**config.mk**
```make
export PLATFORM = sky130hd
export DESIGN_NAME = framebuffer_scanner
export DESIGN_NICKNAME = d
export VERILOG_FILES = /design/src/rtl/framebuffer_scanner_pkg.sv /design/src/rtl/framebuffer_scanner_fifo.sv /design/src/rtl/framebuffer_scanner.sv
export SDC_FILE = /design/constraint.sdc
export NUM_CORES = 1
export LEC_CHECK = 0
export ABC_AREA = 1
export CAP_MARGIN = 5
export CORE_ASPECT_RATIO = 1.25
export CORE_UTILIZATION = 53
export CTS_CLUSTER_DIAMETER = 120
export DETAILED_ROUTE_END_ITERATION = 10
export PLACE_DENSITY = 0.8
export SYNTH_ARGS = -nofsm -noshare
export SYNTH_HDL_FRONTEND = slang
export SYNTH_SLANG_ARGS = --single-unit
```
**constraint.sdc**
```tcl
create_clock -name clk -period 2.97 [get_ports clk]
set_input_delay 0.4455 -clock clk [delete_from_list [all_inputs] [get_ports clk]]
set_output_delay 0.4455 -clock clk [all_outputs]
set_load 0.02 [all_outputs]
```
**src/rtl/framebuffer_scanner_pkg.sv**
```systemverilog
// Shared SRAM handshake types and the scanner state encoding used by the
// framebuffer read-back path.
package framebuffer_scanner_pkg;

  typedef logic [19:0] SramAddress_t;
  typedef logic [15:0] SramData_t;

  typedef struct packed {
    logic         den;
    logic         oe_n;
    logic         we_n;
    SramAddress_t address;
    SramData_t    dout;
  } SramRequest_t;

  typedef struct packed {
    logic      done;
    SramData_t din;
  } SramResult_t;

  typedef enum logic [1:0] {
    IDLE,
    ISSUE,
    GAP,
    DONE
  } FramebufferScannerState_t;

endpackage

```
**src/rtl/framebuffer_scanner_fifo.sv**
```systemverilog
// Small synchronous pixel FIFO between the SRAM fetch engine and the VGA drain.
// The head and status outputs depend only on registers; flush wins over push/pop.
module pixel_fifo
  import framebuffer_scanner_pkg::*;
#(
  parameter int DEPTH = 16
) (
  input  logic                         clk,
  input  logic                         rst,
  input  logic                         push,
  input  SramData_t                    pushData,
  input  logic                         pop,
  input  logic                         flush,
  output SramData_t                    head,
  output logic                         empty,
  output logic [$clog2(DEPTH+1)-1:0]   count
);

  localparam int PTR_W = $clog2(DEPTH);
  localparam int CNT_W = $clog2(DEPTH + 1);

  SramData_t        mem [DEPTH];
  logic [PTR_W-1:0] rd_ptr;
  logic [PTR_W-1:0] wr_ptr;
  logic             do_push;
  logic             do_pop;

  assign empty   = (count == '0);
  assign head    = empty ? '0 : mem[rd_ptr];
  assign do_pop  = pop && !empty && !flush;
  assign do_push = push && !flush && ((count < CNT_W'(DEPTH)) || do_pop);

  always_ff @(posedge clk or posedge rst) begin
    if (rst) begin
      rd_ptr <= '0;
      wr_ptr <= '0;
      count  <= '0;
    end else if (flush) begin
      rd_ptr <= '0;
      wr_ptr <= '0;
      count  <= '0;
    end else begin
      if (do_push) wr_ptr <= wr_ptr + PTR_W'(1);
      if (do_pop)  rd_ptr <= rd_ptr + PTR_W'(1);
      case ({do_push, do_pop})
        2'b10:   count <= count + CNT_W'(1);
        2'b01:   count <= count - CNT_W'(1);
        default: count <= count;
      endcase
    end
  end

  // Storage needs no reset; count gates every read of it.
  always_ff @(posedge clk) begin
    if (do_push) mem[wr_ptr] <= pushData;
  end

endmodule

```
**src/rtl/framebuffer_scanner.sv**
```systemverilog
// Streams one frame of pixels out of SRAM, one read per pixel, into a FIFO
// drained by the VGA timing block.
module framebuffer_scanner
  import framebuffer_scanner_pkg::*;
#(
  parameter int H_PIXELS   = 640,
  parameter int V_PIXELS   = 480,
  parameter int FIFO_DEPTH = 16
) (
  input  logic         clk,
  input  logic         rst,
  input  logic         frameStart,
  input  SramAddress_t baseAddress,
  input  SramResult_t  ramResult,
  output SramRequest_t ramRequest,
  input  logic         pixelReq,
  output SramData_t    pixel,
  output logic         pixelValid,
  output logic         underflow
);

  localparam int TOTAL = H_PIXELS * V_PIXELS;
  localparam int IDX_W = $clog2(TOTAL + 1);
  localparam int CNT_W = $clog2(FIFO_DEPTH + 1);

  FramebufferScannerState_t state;
  logic [IDX_W-1:0]         idx;
  SramAddress_t             base;
  SramAddress_t             address;
  logic                     den;
  logic                     oe_n;
  logic                     pending;

  logic [CNT_W-1:0]         fifo_count;
  logic                     fifo_empty;
  logic                     push;
  logic                     pop;
  logic                     flush;
  logic                     restart_on_done;

  // The controller cannot abort an access, so a restart requested in ISSUE
  // takes effect only when the in-flight read completes.
  assign restart_on_done = (state == ISSUE) && ramResult.done && (pending || frameStart);
  assign flush           = (frameStart && (state != ISSUE)) || restart_on_done;
  assign push            = (state == ISSUE) && ramResult.done && !pending && !frameStart;
  assign pop             = pixelReq && !fifo_empty;
  assign pixelValid      = !fifo_empty;

  pixel_fifo #(
    .DEPTH(FIFO_DEPTH)
  ) u_fifo (
    .clk      (clk),
    .rst      (rst),
    .push     (push),
    .pushData (ramResult.din),
    .pop      (pop),
    .flush    (flush),
    .head     (pixel),
    .empty    (fifo_empty),
    .count    (fifo_count)
  );

  always_comb begin
    ramRequest         = '0;
    ramRequest.den     = den;
    ramRequest.oe_n    = oe_n;
    ramRequest.we_n    = 1'b1;
    ramRequest.address = address;
    ramRequest.dout    = '0;
  end

  always_ff @(posedge clk or posedge rst) begin
    if (rst) begin
      state   <= IDLE;
      idx     <= '0;
      base    <= '0;
      address <= '0;
      den     <= 1'b0;
      oe_n    <= 1'b1;
      pending <= 1'b0;
    end else begin
      if (frameStart) base <= baseAddress;
      case (state)
        ISSUE: begin
          if (frameStart) pending <= 1'b1;
          if (ramResult.done) begin
            den   <= 1'b0;
            oe_n  <= 1'b1;
            state <= GAP;
            if (pending || frameStart) begin
              // Restart lands in GAP so the controller still sees an idle cycle.
              idx     <= '0;
              pending <= 1'b0;
            end else begin
              idx <= idx + IDX_W'(1);
            end
          end
        end
        default: begin
          if (frameStart) begin
            state   <= ISSUE;
            idx     <= '0;
            address <= baseAddress;
            den     <= 1'b1;
            oe_n    <= 1'b0;
            pending <= 1'b0;
          end else if (state == GAP) begin
            if (idx == IDX_W'(TOTAL)) begin
              state <= DONE;
            end else if (fifo_count < CNT_W'(FIFO_DEPTH)) begin
              state   <= ISSUE;
              den     <= 1'b1;
              oe_n    <= 1'b0;
              address <= base + SramAddress_t'(idx);
            end
          end
        end
      endcase
    end
  end

  always_ff @(posedge clk or posedge rst) begin
    if (rst) begin
      underflow <= 1'b0;
    end else if (frameStart) begin
      underflow <= 1'b0;
    end else if (pixelReq && fifo_empty && !flush) begin
      underflow <= 1'b1;
    end
  end

endmodule

```
# Word-level counts from Yosys, hierarchy flattened
# Memory sizes are Yosys's and may differ from the RTL's.
# Index checks and enable logic that the tools add are counted.
word_totals:
  regBits: 78
  mem_bits_rw: 256
  in_bits: 41
  output_inout_bits: 57
  elab_cells: 105
  mem_count: 1
op_classes:
  add_sub_neg: 6
  magnitude_cmp: 1
  n_eq_ne: 9
  mux: 42
  bitwise: 1
  n_reduce_logical: 34
mem_list:
  columns: ["memory", "depth", "word_bits", "read_ports", "rd_clocked_by_memory_dff", "wr", "line_no", "rtl"]
  rows:
  - ["u_fifo.mem", 16, 16, 1, 0, 1, "framebuffer_scanner_fifo.sv:22", "SramData_t mem [DEPTH];"]
op_table:
  columns: ["op", "n"]
  rows:
  - ["$mux 20", 4]
  - ["$mux 19", 4]
  - ["$mux 1", 21]
  - ["$add 20x19->20", 1]
  - ["$add 19x1->19 const B", 1]
  - ["$eq 19x19->1 const B", 1]
  - ["$mux 16", 1]
  - ["$mux 4", 4]
  - ["$logic_and 1x1->1", 12]
  - ["$mux 2", 6]
  - ["$reduce_bool 2->1", 6]
  - ["$pmux 5 s2", 1]
  - ["$reduce_bool 3->1", 3]
  - ["$add 4x1->4 const B", 2]
  - ["$reduce_and 4->1", 2]
  - ["$add 5x1->5 const B", 1]
  - ["$logic_not 5->1", 1]
  - ["$lt 5x5->1 const B", 1]
  - ["$mux 5", 1]
  - ["$sub 5x1->5 const B", 1]
  - ["$eq 2x1->1 const B", 2]
  - ["$eq 2x2->1 const B", 2]
  - ["$logic_not 1->1", 4]
  - ["$ne 2x2->1 const B", 2]
  - ["other kinds (7)", 9]

# Depth between registers and ports, before layout
depth:
  depth_word: 11
  depth_mapped: 17

# Modules after synthesis
# Synthesis repeated with hierarchy kept, for this count alone.
hier_totals:
  cells_unflattened: 1483
  area_unflattened_um2: 15288.4
by_module_without_submodules:
  columns: ["mod", "instances", "cells_each", "area_each_um2", "seq_area_each_um2"]
  rows:
  - ["pixel_fifo", 1, 825, 10805.4, 8012.7]
  - ["framebuffer_scanner", 1, 658, 4483.0, 1627.8]

# Least setup slack after synthesis
# Ideal clock, no wire load.
synth_timing:
  path_kind: "input to register"
  startpoint: "input port frameStart"
  endpoint: "memory u_fifo.mem[15][0] in the netlist's numbering, enable pin"
  arrival_time_ns: 2.130
  required_ns: 2.582
  setup_slack_ns: 0.451
  path_stages: 12
  path_cell_list: "buf_6 > inv_4 > nand2_4 > nand3_2 > nand2_2 > nor2_4 > nor2_2 > nor2_4 > nand2_1 > nor2_1 > inv_1 > nor2_1"
synth_between:
  elab_chain_cells: 9
synth_lines:
  columns: ["element", "line_no", "rtl"]
  rows:
  - ["start: declaration", "framebuffer_scanner.sv:12", "input logic frameStart,"]
  - ["$logic_or 1x1->1", "framebuffer_scanner.sv:43", "assign restart_on_done = (state == ISSUE) && ramResult.done && (pending || frameStart);"]
  - ["$logic_and 1x1->1", "framebuffer_scanner.sv:43", null]
  - ["$logic_or 1x1->1", "framebuffer_scanner.sv:44", "assign flush = (frameStart && (state != ISSUE)) || restart_on_done;"]
  - ["$logic_not 1->1", "framebuffer_scanner_fifo.sv:30, framebuffer_scanner_fifo.sv:31", null]
  - ["$logic_and 1x1->1", "framebuffer_scanner_fifo.sv:30", "assign do_pop = pop && !empty && !flush;"]
  - ["$logic_or 1x1->1", "framebuffer_scanner_fifo.sv:31", "assign do_push = push && !flush && ((count < CNT_W'(DEPTH)) || do_pop);"]
  - ["$logic_and 1x1->1 *", "framebuffer_scanner_fifo.sv:31", null]
  - ["$mux 1 *", "framebuffer_scanner_fifo.sv:55", "if (do_push) mem[wr_ptr] <= pushData;"]
  - ["$mux 1 (not written as such) *", "framebuffer_scanner_fifo.sv:55", null]
  - ["end: declaration", "framebuffer_scanner_fifo.sv:22", null]
# Every way passes the cells marked *; elsewhere a longest branch is shown, timed or not.

# Worst setup path after layout
layout_timing:
  startpoint: "register u_fifo.rd_ptr[0]"
  endpoint: "output port pixel[6]"
layout_between:
  elab_chain_cells: 2
layout_lines:
  columns: ["element", "line_no", "rtl"]
  rows:
  - ["start: declaration", "framebuffer_scanner_fifo.sv:23", "logic [PTR_W-1:0] rd_ptr;"]
  - ["start signal: assignment", "framebuffer_scanner_fifo.sv:44", "if (do_pop) rd_ptr <= rd_ptr + PTR_W'(1);"]
  - ["$mem_v2 16x16", null, null]
  - ["$mux 16", "framebuffer_scanner_fifo.sv:29", "assign head = empty ? '0 : mem[rd_ptr];"]
  - ["end: declaration", "framebuffer_scanner.sv:17", "output SramData_t pixel,"]
# No other way between the ends.

==> run metrics <==
layout cells sized above 1=under 10%; drt total wl=roughly 39 mm; FP Rows=68; Max Used Layer=met4; DR vias=11500; Seq pwr share=between 30% and 40%; DR WL met2=~20 mm; Pins Over Slew Limit=0; DP HPWL=approximately 23 mm; Die H=roughly 190 microns; Net Sw Power=approximately 4.7 mW; Leak Pwr=approximately 6.9 nW; YS warnings=0; mux cell area share after synthesis=0%; switching share of power=around 33%; CP Launch Type=flip-flop; largest cells by area after synthesis=edfxtp_1, dfrtp_1, o21ai_0; IO Pins=around 100; post-synthesis area per instance=approximately 11 sq um; H-tree Lvls=1; Netlist cell types=47; worst min path class=input pin to asynchronous set/reset pin; CTS sink cnt=roughly 330; DRC Markers=0; Area growth syn-to-layout=16.9%; CTS buffer count=31; largest family of logic cells by synthesized area=simple AND/OR/NAND/NOR gates; Root Driver=clkbuf_16; input/output buffers=80; Tcrit/Tclk final=between 90% and 100%; drt first pass iters=6; Post-Synth XOR/XNOR Area=0.116%; gr usage total=approximately 27%; Inst Count DP=~1800; Setup crit end kind=primary output; synthesized instance count=approximately 1400; share of the synthesized area in the top cell type=50.8%; met1 wire length=14.1 mm; Final Instance Count excl. Fillers=roughly 1900; Die Wd=153 microns; CTS Hold Bufs=0; actual slew at the worst max-slew pin=~0.83 ns; clock network power share=a little under a third; simple-gate share of the synthesized area=around 16%; Comb power frac=30.8%; highest clock rate=between 300 and 400 MHz; Post CTS Setup Buffer Count=0; Routability Congestion=0.943; Yosys reg bits=between 300 and 400; detail-routed net length per standard cell=~20 microns; Compound-Gate Fraction of Synth Area=between 10% and 20%; adder-cell share of the synthesized area=under 10%; Avg Vias per Cell=6.04; Final Net Count=1599; vias in the first global route=roughly 11000; Final Skew=approximately 0.020 ns; remaining global-route overflow=0; post-place setup slack=around 0.22 ns; RSZ-0062 raised after global routing=true; Final setup viols=0; Max Fanout on Critical Path=40; CTS tree=built; PnR worst setup slack=between 0.02 and 0.03 ns; first-pass GRT wire length=60.0 mm; worst skew pair latency=~0.56 ns; Setup CP Type=flip-flop to primary output; Most used DFF post-synth=edfxtp_1; core area=about 28000 sq um; clock buffer depth=3; Post-Syn Area=~15000 sq um; Post-synth EDFFs=256; Reg clk slew, reported paths=around 0.070 ns; WP data required=about 2.5 ns; post-synthesis sequential area ratio=63.7%; Hold Vio Cnt, Final=0; starting density of the core=between 50% and 60%; Async S/R FF share, synth=roughly a quarter; internal power=about 9.5 mW; Die Area=29300 sq um; pwr dens=around 800 nW/um^2; largest net degree at the start of global routing=50; 1st-iter DRT viols=around 1200; antenna cells=0; max_slew headroom=roughly 44%; fin crit period=between 2 and 3 ns; Final ANT Viol Nets=0; initial antenna violation count=0; WL met3=a little over 3 mm; CP arrival=between 2 and 3 ns; Peak VDD IR=between 600 and 700 uV; cell taking the most area after synthesis=edfxtp_1; outcome=completed; max_cap viols=0
-- state kept, by name, indices dropped and copies added (netlist names) --
name           count
state              2
pending            1
oe_n               1
address           20
idx               19
u_fifo.mem       256
den                1
base              20
u_fifo.rd_ptr      4
underflow          1
u_fifo.wr_ptr      4
u_fifo.count       5
-- per-layer routing --
metal  up-vias  GRT usage (%)
li1       5257              -
met1      5474           31.2
met2       643           48.4
met3       126           3.72
met4         0           13.2
met5         -              0
-- cell type report --
| cell class | count | area (sq um) |
|---|---|---|
| Clock buffer | 38 | 885 |
| Clock inverter | 19 | 243 |
| Fill cell | 2077 | 10100 |
| Inverter | 83 | 320 |
| Multi-Input combinational cell | 950 | 4830 |
| Sequential cell | 334 | 9640 |
| Tap cell | 350 | 438 |
| Timing Repair Buffer | 129 | 1350 |
-- through the flow --
step	instance area (sq um)	util (%)	total power, mW	TNS (ns)	hold WS, ns
floorplan	15200	-	8.19	0	0.443
global placement	16500	59.4	9.73	0	0.463
detailed placement	16500	59.4	9.85	0	0.465
CTS	17700	63.7	14.2	-0.0563	0.366
global route	17700	63.6	14.8	-0.225	0.419
finish	17700	63.6	14.2	0	0.354
-- Yosys cell counts (19+ instances only) --
master	instances
buf_4	19
clkbuf_1	43
o221ai_1	48
buf_2	20
edfxtp_1	256
nand2_1	212
inv_1	74
nor3_1	22
ha_1	28
nand3_1	81
o21ai_0	169
a21oi_1	69
dfrtp_1	77
nor2_1	217
-- cell usage in the layout (no fill, tap or decap), drive strengths merged, types with 28 or more instances in the layout --
| cell | instances |
|---|---|
| edfxtp | 256 |
| nor2 | 220 |
| nand2 | 219 |
| o21ai | 172 |
| nand3 | 85 |
| inv | 82 |
| dfrtp | 77 |
| a21oi | 70 |
| clkdlybuf4s50 | 64 |
| buf | 52 |
| o221ai | 48 |
| clkbuf | 43 |
| ha | 28 |
-- path summary, 6_finish.rpt --
check                                  from  depth (start not counted)  slack (ns)         endpoint
setup / recovery           u_fifo.rd_ptr[0]                          9        0.03         pixel[6]
min in group clk            baseAddress[19]                          3        0.45         base[19]
setup reg to reg                     idx[0]                         13        0.64      address[16]
max in group asynchronous               rst                          3        1.95       address[1]
hold reg to reg                    base[18]                          2        0.48         base[18]
hold / removal                          rst                          2        0.35  u_fifo.count[3]
-- power groups by stage --
stage          Sequential [mW]  Clock [mW]  Combinational (mW)
2_1_floorplan             5.74           0                2.46
3_3_place_gp              5.61           0                4.12
3_5_place_dp              5.61           0                4.23
4_1_cts                   5.54        4.31                4.35
5_1_grt                   5.57        4.49                4.73
6_report                  5.54        4.30                4.37
-- logic make-up (layout without fill, tap and decap cells) --
logic type	after synthesis	in the layout
XOR/XNOR	2	2
flip-flops	334	334
adder cells (fa/ha/maj)	29	29
other	2	17
buffers and inverters	171	269
AO/OA/AOI/OAI	328	328
AND/OR/NAND/NOR	574	574
-- critical path, stage by stage (launching register included) --
cell	delay, ns
dfrtp_4	0.54
clkinv_4	0.12
buf_12	0.20
o21ai_0	0.12
o22ai_1	0.17
nor2_1	0.08
nor2_1	0.09
o21ai_0	0.16
a21oi_2	0.23
clkbuf_2	0.21
-- timing repair --
action / CTS / global route
gates cloned: 2 / 0
endpoints found under the hold margin: 0 / 0
endpoints found under the setup margin: 15 / 12
pin swaps: 0 / 1
resized for setup: 36 / 15
(Power assumes the default switching activity.)
